[config.mk]
export PLATFORM = sky130hd
export DESIGN_NAME = debounce_filt
export DESIGN_NICKNAME = d
export VERILOG_FILES = /design/src/rtl/debounce_filt.sv
export SDC_FILE = /design/constraint.sdc
export NUM_CORES = 1
export LEC_CHECK = 0
export BUFFER_PORTS_ARGS = -buffer_cell sky130_fd_sc_hd__buf_2
export CORE_ASPECT_RATIO = 0.7
export CORE_MARGIN = 2
export CORE_UTILIZATION = 40
export CTS_CLUSTER_SIZE = 28
export DETAILED_ROUTE_END_ITERATION = 8
export GPL_ROUTABILITY_DRIVEN = 0
export PLACE_DENSITY = 0.57
export SKIP_LAST_GASP = 1
export SYNTH_ARGS = -nofsm -noshare
export SYNTH_HDL_FRONTEND = slang
export SYNTH_SLANG_ARGS = --single-unit
[constraint.sdc]
create_clock -name clk -period 1.34 [get_ports clk]
set_clock_uncertainty 0.1 [all_clocks]
set_input_delay 0.201 -clock clk [delete_from_list [all_inputs] [get_ports clk]]
set_output_delay 0.201 -clock clk [all_outputs]
set_load 0.05 [all_outputs]
[src/rtl/debounce_filt.sv]
// Multi-channel debounce/glitch filter: optional input synchroniser followed by
// an independent hysteresis FSM per channel with separate rise/fall thresholds.
module debounce_filt #(
   parameter int             W       = 4,
   parameter int             RISE_TH = 10,
   parameter int             FALL_TH = 10,
   parameter int             SYNC    = 2,
   parameter logic [W-1:0]   INIT    = '0
) (
   input  logic         clk,
   input  logic         rst_n,
   input  logic         en,
   input  logic [W-1:0] i,
   output logic [W-1:0] y,
   output logic [W-1:0] rise,
   output logic [W-1:0] fall,
   output logic [W-1:0] busy
);

   // state | meaning
   // LO    | y=0, input agrees with output
   // RISE  | y=0, qualifying a run of high samples
   // HI    | y=1, input agrees with output
   // FALL  | y=1, qualifying a run of low samples
   typedef enum logic [1:0] {
      ST_LO   = 2'd0,
      ST_RISE = 2'd1,
      ST_HI   = 2'd2,
      ST_FALL = 2'd3
   } st_t;

   localparam int MAXTH = (RISE_TH > FALL_TH) ? RISE_TH : FALL_TH;
   localparam int CW    = $clog2(MAXTH + 1);

   logic [W-1:0] i_s;

   if (SYNC == 0) begin : g_nosync
      assign i_s = i;
   end else begin : g_sync
      logic [W-1:0] sq [SYNC];

      // Synchroniser keeps running while en=0 so the FSM sees fresh data on resume.
      always_ff @(posedge clk) begin
         if (!rst_n) begin
            for (int j = 0; j < SYNC; j++) sq[j] <= INIT;
         end else begin
            sq[0] <= i;
            for (int j = 1; j < SYNC; j++) sq[j] <= sq[j-1];
         end
      end

      assign i_s = sq[SYNC-1];
   end

   for (genvar k = 0; k < W; k++) begin : g_ch
      st_t           state;
      logic [CW-1:0] cnt;
      logic          y_r;
      logic          rise_r;
      logic          fall_r;

      always_ff @(posedge clk) begin
         if (!rst_n) begin
            state  <= INIT[k] ? ST_HI : ST_LO;
            cnt    <= '0;
            y_r    <= INIT[k];
            rise_r <= 1'b0;
            fall_r <= 1'b0;
         end else if (en) begin
            rise_r <= 1'b0;
            fall_r <= 1'b0;
            case (state)
               ST_LO: begin
                  if (i_s[k]) begin
                     state <= ST_RISE;
                     cnt   <= CW'(1);
                  end else begin
                     cnt   <= '0;
                  end
               end
               ST_RISE: begin
                  // A contrary sample aborts even when the count is complete.
                  if (!i_s[k]) begin
                     state <= ST_LO;
                     cnt   <= '0;
                  end else if (cnt == CW'(RISE_TH - 1)) begin
                     state  <= ST_HI;
                     y_r    <= 1'b1;
                     rise_r <= 1'b1;
                     cnt    <= '0;
                  end else begin
                     cnt <= cnt + CW'(1);
                  end
               end
               ST_HI: begin
                  if (!i_s[k]) begin
                     state <= ST_FALL;
                     cnt   <= CW'(1);
                  end else begin
                     cnt   <= '0;
                  end
               end
               ST_FALL: begin
                  if (i_s[k]) begin
                     state <= ST_HI;
                     cnt   <= '0;
                  end else if (cnt == CW'(FALL_TH - 1)) begin
                     state  <= ST_LO;
                     y_r    <= 1'b0;
                     fall_r <= 1'b1;
                     cnt    <= '0;
                  end else begin
                     cnt <= cnt + CW'(1);
                  end
               end
               default: begin
                  state <= ST_LO;
                  cnt   <= '0;
               end
            endcase
         end else begin
            rise_r <= 1'b0;
            fall_r <= 1'b0;
         end
      end

      assign y[k]    = y_r;
      assign rise[k] = rise_r;
      assign fall[k] = fall_r;
      assign busy[k] = (state == ST_RISE) || (state == ST_FALL);
   end

endmodule

==> impl_metrics.csv <==
group,metric,value,unit
setup_path,crit_slowest_cell,"dfxtp_2",
power_and_ir_drop,ir_drop,0.615,mV
clocking,cts_tree,"yes",
setup_path,slowest_delay,0.34,ns
drt,totalWireLength,4810,µm
clocking,clockBufferDepth,2,
grt,grt_pass1_vias,1745,
synthesis,ys_top_cells_by_count,"44 x dfxtp_1, 23 x nand2_1, 14 x clkbuf_1",
synthesis,yosysTopAreaCell,"dfxtp_1",
final_layout,drive_gt1_frac,0.357,
sta,finalHoldViolCount,0,
floorplan,row_count,22,
clocking,htree_levels,2,
sta,maxSlewHeadroom,0.752,
final_layout,synthToLayoutAreaGrowth,27.5,%
synthesis,syn_nets,258,
synthesis,syn_inst,243,
synthesis,synth_edf_count,0,
floorplan,die_y,65.6,µm
synthesis,ys_types,40,
grt,busiest_layer,"met2",
setup_path,r2r_slack,0.004,ns
setup_path,reg2reg_depth,5,
outcome,status,"completed",
grt,gr-usage-all-layers,0.166,
clocking,root_buffer,"clkbuf_8",
setup_path,crit_family,"flip-flops",
setup_path,critPathRequiredTime,1.45,ns
synthesis,netlist_area,2170,µm²
final_layout,fill_cells,507,
sta,maxSlewViolCount,0,
power_and_ir_drop,power_density,916,nW/µm²
floorplan,core-area,5230,µm²
grt,grt_util_met1,0.232,
clocking,clk_latency,0.30,ns
setup_path,critical_path_class,"flip-flop to flip-flop",
setup_path,cp_max_fo,3,
synthesis,syn_area_per_cell,8.92,µm²
drt,vias,1879,
synthesis,synth_top_cell_area_share,0.406,
worst_hold_path,holdCritStartpoint,"i[3]",
drt,wl_per_cell,13.6,µm
sta,timing.fmax,0.749,GHz
grt,use_met2,0.252,
grt,gr-total-overflow,0,
worst_hold_path,holdPathEnd,"g_sync.sq[0][3]",
final_layout,final_nets,297,
floorplan,initial_core_util,0.414,
sta,grt_setup_unrepaired,"true",
worst_hold_path,hold_depth,2,
sta,max_slew.worst_pin.slew,0.367,ns
setup_path,cp_data_arrival_time,1.45,ns
synthesis,synth_warnings,0,
grt,grt_max_degree,15,
sta,fin_crit_sh,0.997,
synthesis,yosys_register_bits,44,
synthesis,yosys.cell_count.top_type,"dfxtp_1",
synthesis,synth_area_leaders,"dfxtp_1 41%, ha_1 4.6%, buf_4 4.2%",
setup_path,path_cells,"inv_2 -> ha_4 -> nand3b_1 -> nand3_2 -> o41ai_2",
floorplan,die_w,92.0,µm
sta,setup_viol,0,
drt,vias_per_cell,5.29,
clocking,cts_sinks,44,
placement,dp_hpwl,3320,µm
drt,drtAntennaViolNets,0,
grt,antenna_found_initial,0,
sta,period_minus_slack,1.34,ns
worst_hold_path,hold_class,"input port to flip-flop",
power_and_ir_drop,p_leak,1.09,nW
placement,place_area,2480,µm²
clocking,cts-buffers-inserted,5,
final_layout,fin_area,2760,µm²
floorplan,pin_count,23,
job,cap_violations,0,
setup_path,end_kind,"flip-flop",
placement,port_buffers,22,
final_layout,antenna_cells,0,
placement,dp_cells,341,
synthesis,ys.flop_type,"dfxtp_1",
synthesis,async_reset_ff_frac,0,
grt,grt_pass1_wl,8020,µm
drt,drtIter0Drc,81,
floorplan,fp.dieArea,6030,µm²
setup_path,critical_path_buf_inv_count,1,
grt,grtUsageMet3,0.0390,
setup_path,r2r_end,"g_ch[1].cnt[1]",
drt,drc,0,
synthesis,ys_seq_area_frac,0.406,
setup_path,r2r-start,"g_ch[1].cnt[1]",
setup_path,startpoint_type,"flip-flop",
final_layout,fin_cells,355,
drt,first_pass_iters,4,
clocking,path_clk_slew,0.09,ns
## flip-flops by register name, indices dropped and copies added (netlist names), named ones only
register	cells
g_sync.sq	8
g_ch.cnt	16
g_ch.fall_r	4
g_ch.state	4
g_ch.y_r	4
g_ch.rise_r	4
## per-stage QoR
step | setup TNS (ns) | util | total power [W] | setup WS, ns | hold slack (ns)
floorplan | 0 | - | 0.00146 | 0.00680 | 0.228
global placement | 0 | 0.474 | 0.00154 | 0.00463 | 0.307
detailed placement | -0.0229 | 0.474 | 0.00154 | -0.0211 | 0.311
CTS | 0 | 0.504 | 0.00257 | 0.00238 | 0.0212
global route | -0.205 | 0.528 | 0.00265 | -0.0536 | 0.0411
finish | 0 | 0.528 | 0.00253 | 0.00401 | 0.0283
## worst reg2reg max path, stage by stage, from the launching register on
cell      delay [ns]
dfxtp_2         0.34
inv_2           0.04
ha_4            0.15
nand3b_1        0.14
nand3_2         0.14
o41ai_2         0.33
## placed cells by master (no fill, tap or decap), types with 2 or more instances in the layout
master         synthesis  routed
a21oi_1               10       9
a31oi_1                6       6
a32o_1                 2       2
a41oi_1                4       3
and2_1                10       9
and3_1                 3       3
and3b_1               10       8
and3b_2                0       2
buf_2                  3      19
buf_4                 12      37
buf_6                  0       2
clkbuf_8               0       5
dfxtp_1               44      34
dfxtp_2                0       7
dfxtp_4                0       3
dlygate4sd3_1          0       3
ha_1                   8       5
ha_4                   0       2
inv_1                 11       9
inv_2                  0       2
nand2_1               23      23
nand3_1               13      11
nand3_2                0       2
nand3b_1               6       6
nand4_1                8       8
nand4b_1               7       7
nor2_1                 4       4
nor2b_1                6       6
nor3b_2                0       3
o21ai_0                5       4
o311ai_1               0       3
o31ai_1                5       5
o32ai_1                2       2
xor2_1                 3       2
xor2_2                 1       2
## power by group
group | leakage (nW) | switching, W | total [W] | internal, W
sequential | 0.362 | 0.0000155 | 0.00133 | 0.00132
clock | 0.0541 | 0.000457 | 0.00101 | 0.000552
combinational | 0.678 | 0.000107 | 0.000188 | 0.0000810
## final cells by class
class / count / area [µm²] / area share
multi-input cells: 159 / 1190 / 0.432
flip-flops and latches: 44 / 901 / 0.326
repair buffers: 61 / 425 / 0.154
well taps: 72 / 90.1 / 0.0326
clock buffers: 5 / 68.8 / 0.0249
clock inverters: 3 / 42.5 / 0.0154
inverters: 11 / 41.3 / 0.0149
## how the worst max path moves through the flow
| stage | start | end | slack [ns] | cells after the start |
|---|---|---|---|---|
| 3_3_place_gp | g_ch[2].cnt[1] | g_ch[2].y_r | 0.005 | 5 |
| 5_1_grt | g_ch[1].cnt[1] | g_ch[1].cnt[1] | -0.05 | 5 |
| 4_1_cts | g_ch[0].cnt[1] | g_ch[0].y_r | 0.002 | 5 |
| 3_5_place_dp | g_ch[2].cnt[1] | flip-flop | -0.02 | 5 |
| 2_1_floorplan | g_ch[3].cnt[0] | g_ch[3].state[0] | 0.007 | 4 |
| 6_report | g_ch[1].cnt[1] | g_ch[1].cnt[1] | 0.004 | 5 |
## kinds of logic after synthesis
kind of cell	count (synthesis)	share of synthesized area
compound gates	47	0.156
xor+xnor	4	0.0196
fa+ha+maj	8	0.0462
buf+inv	40	0.0918
flops	44	0.406
simple gates	100	0.280
## metal layers
layer	wire length, µm	part of all wire	vias up
met5	0	0	-
met4	25	0.0052	0
met3	196	0.041	2
met2	2140	0.44	39
met1	2450	0.51	896
li1	-	-	942
## repair_timing
action / CTS / global route
pin swaps: 0 / 8
endpoints found under the hold margin: 3 / 0
hold buffers: 3 / 0
buffers inserted: 0 / 3
resized for setup: 6 / 33
gates cloned: 0 / 0
endpoints found under the setup margin: 6 / 24
No activity file was read; power rests on OpenSTA's default activity.
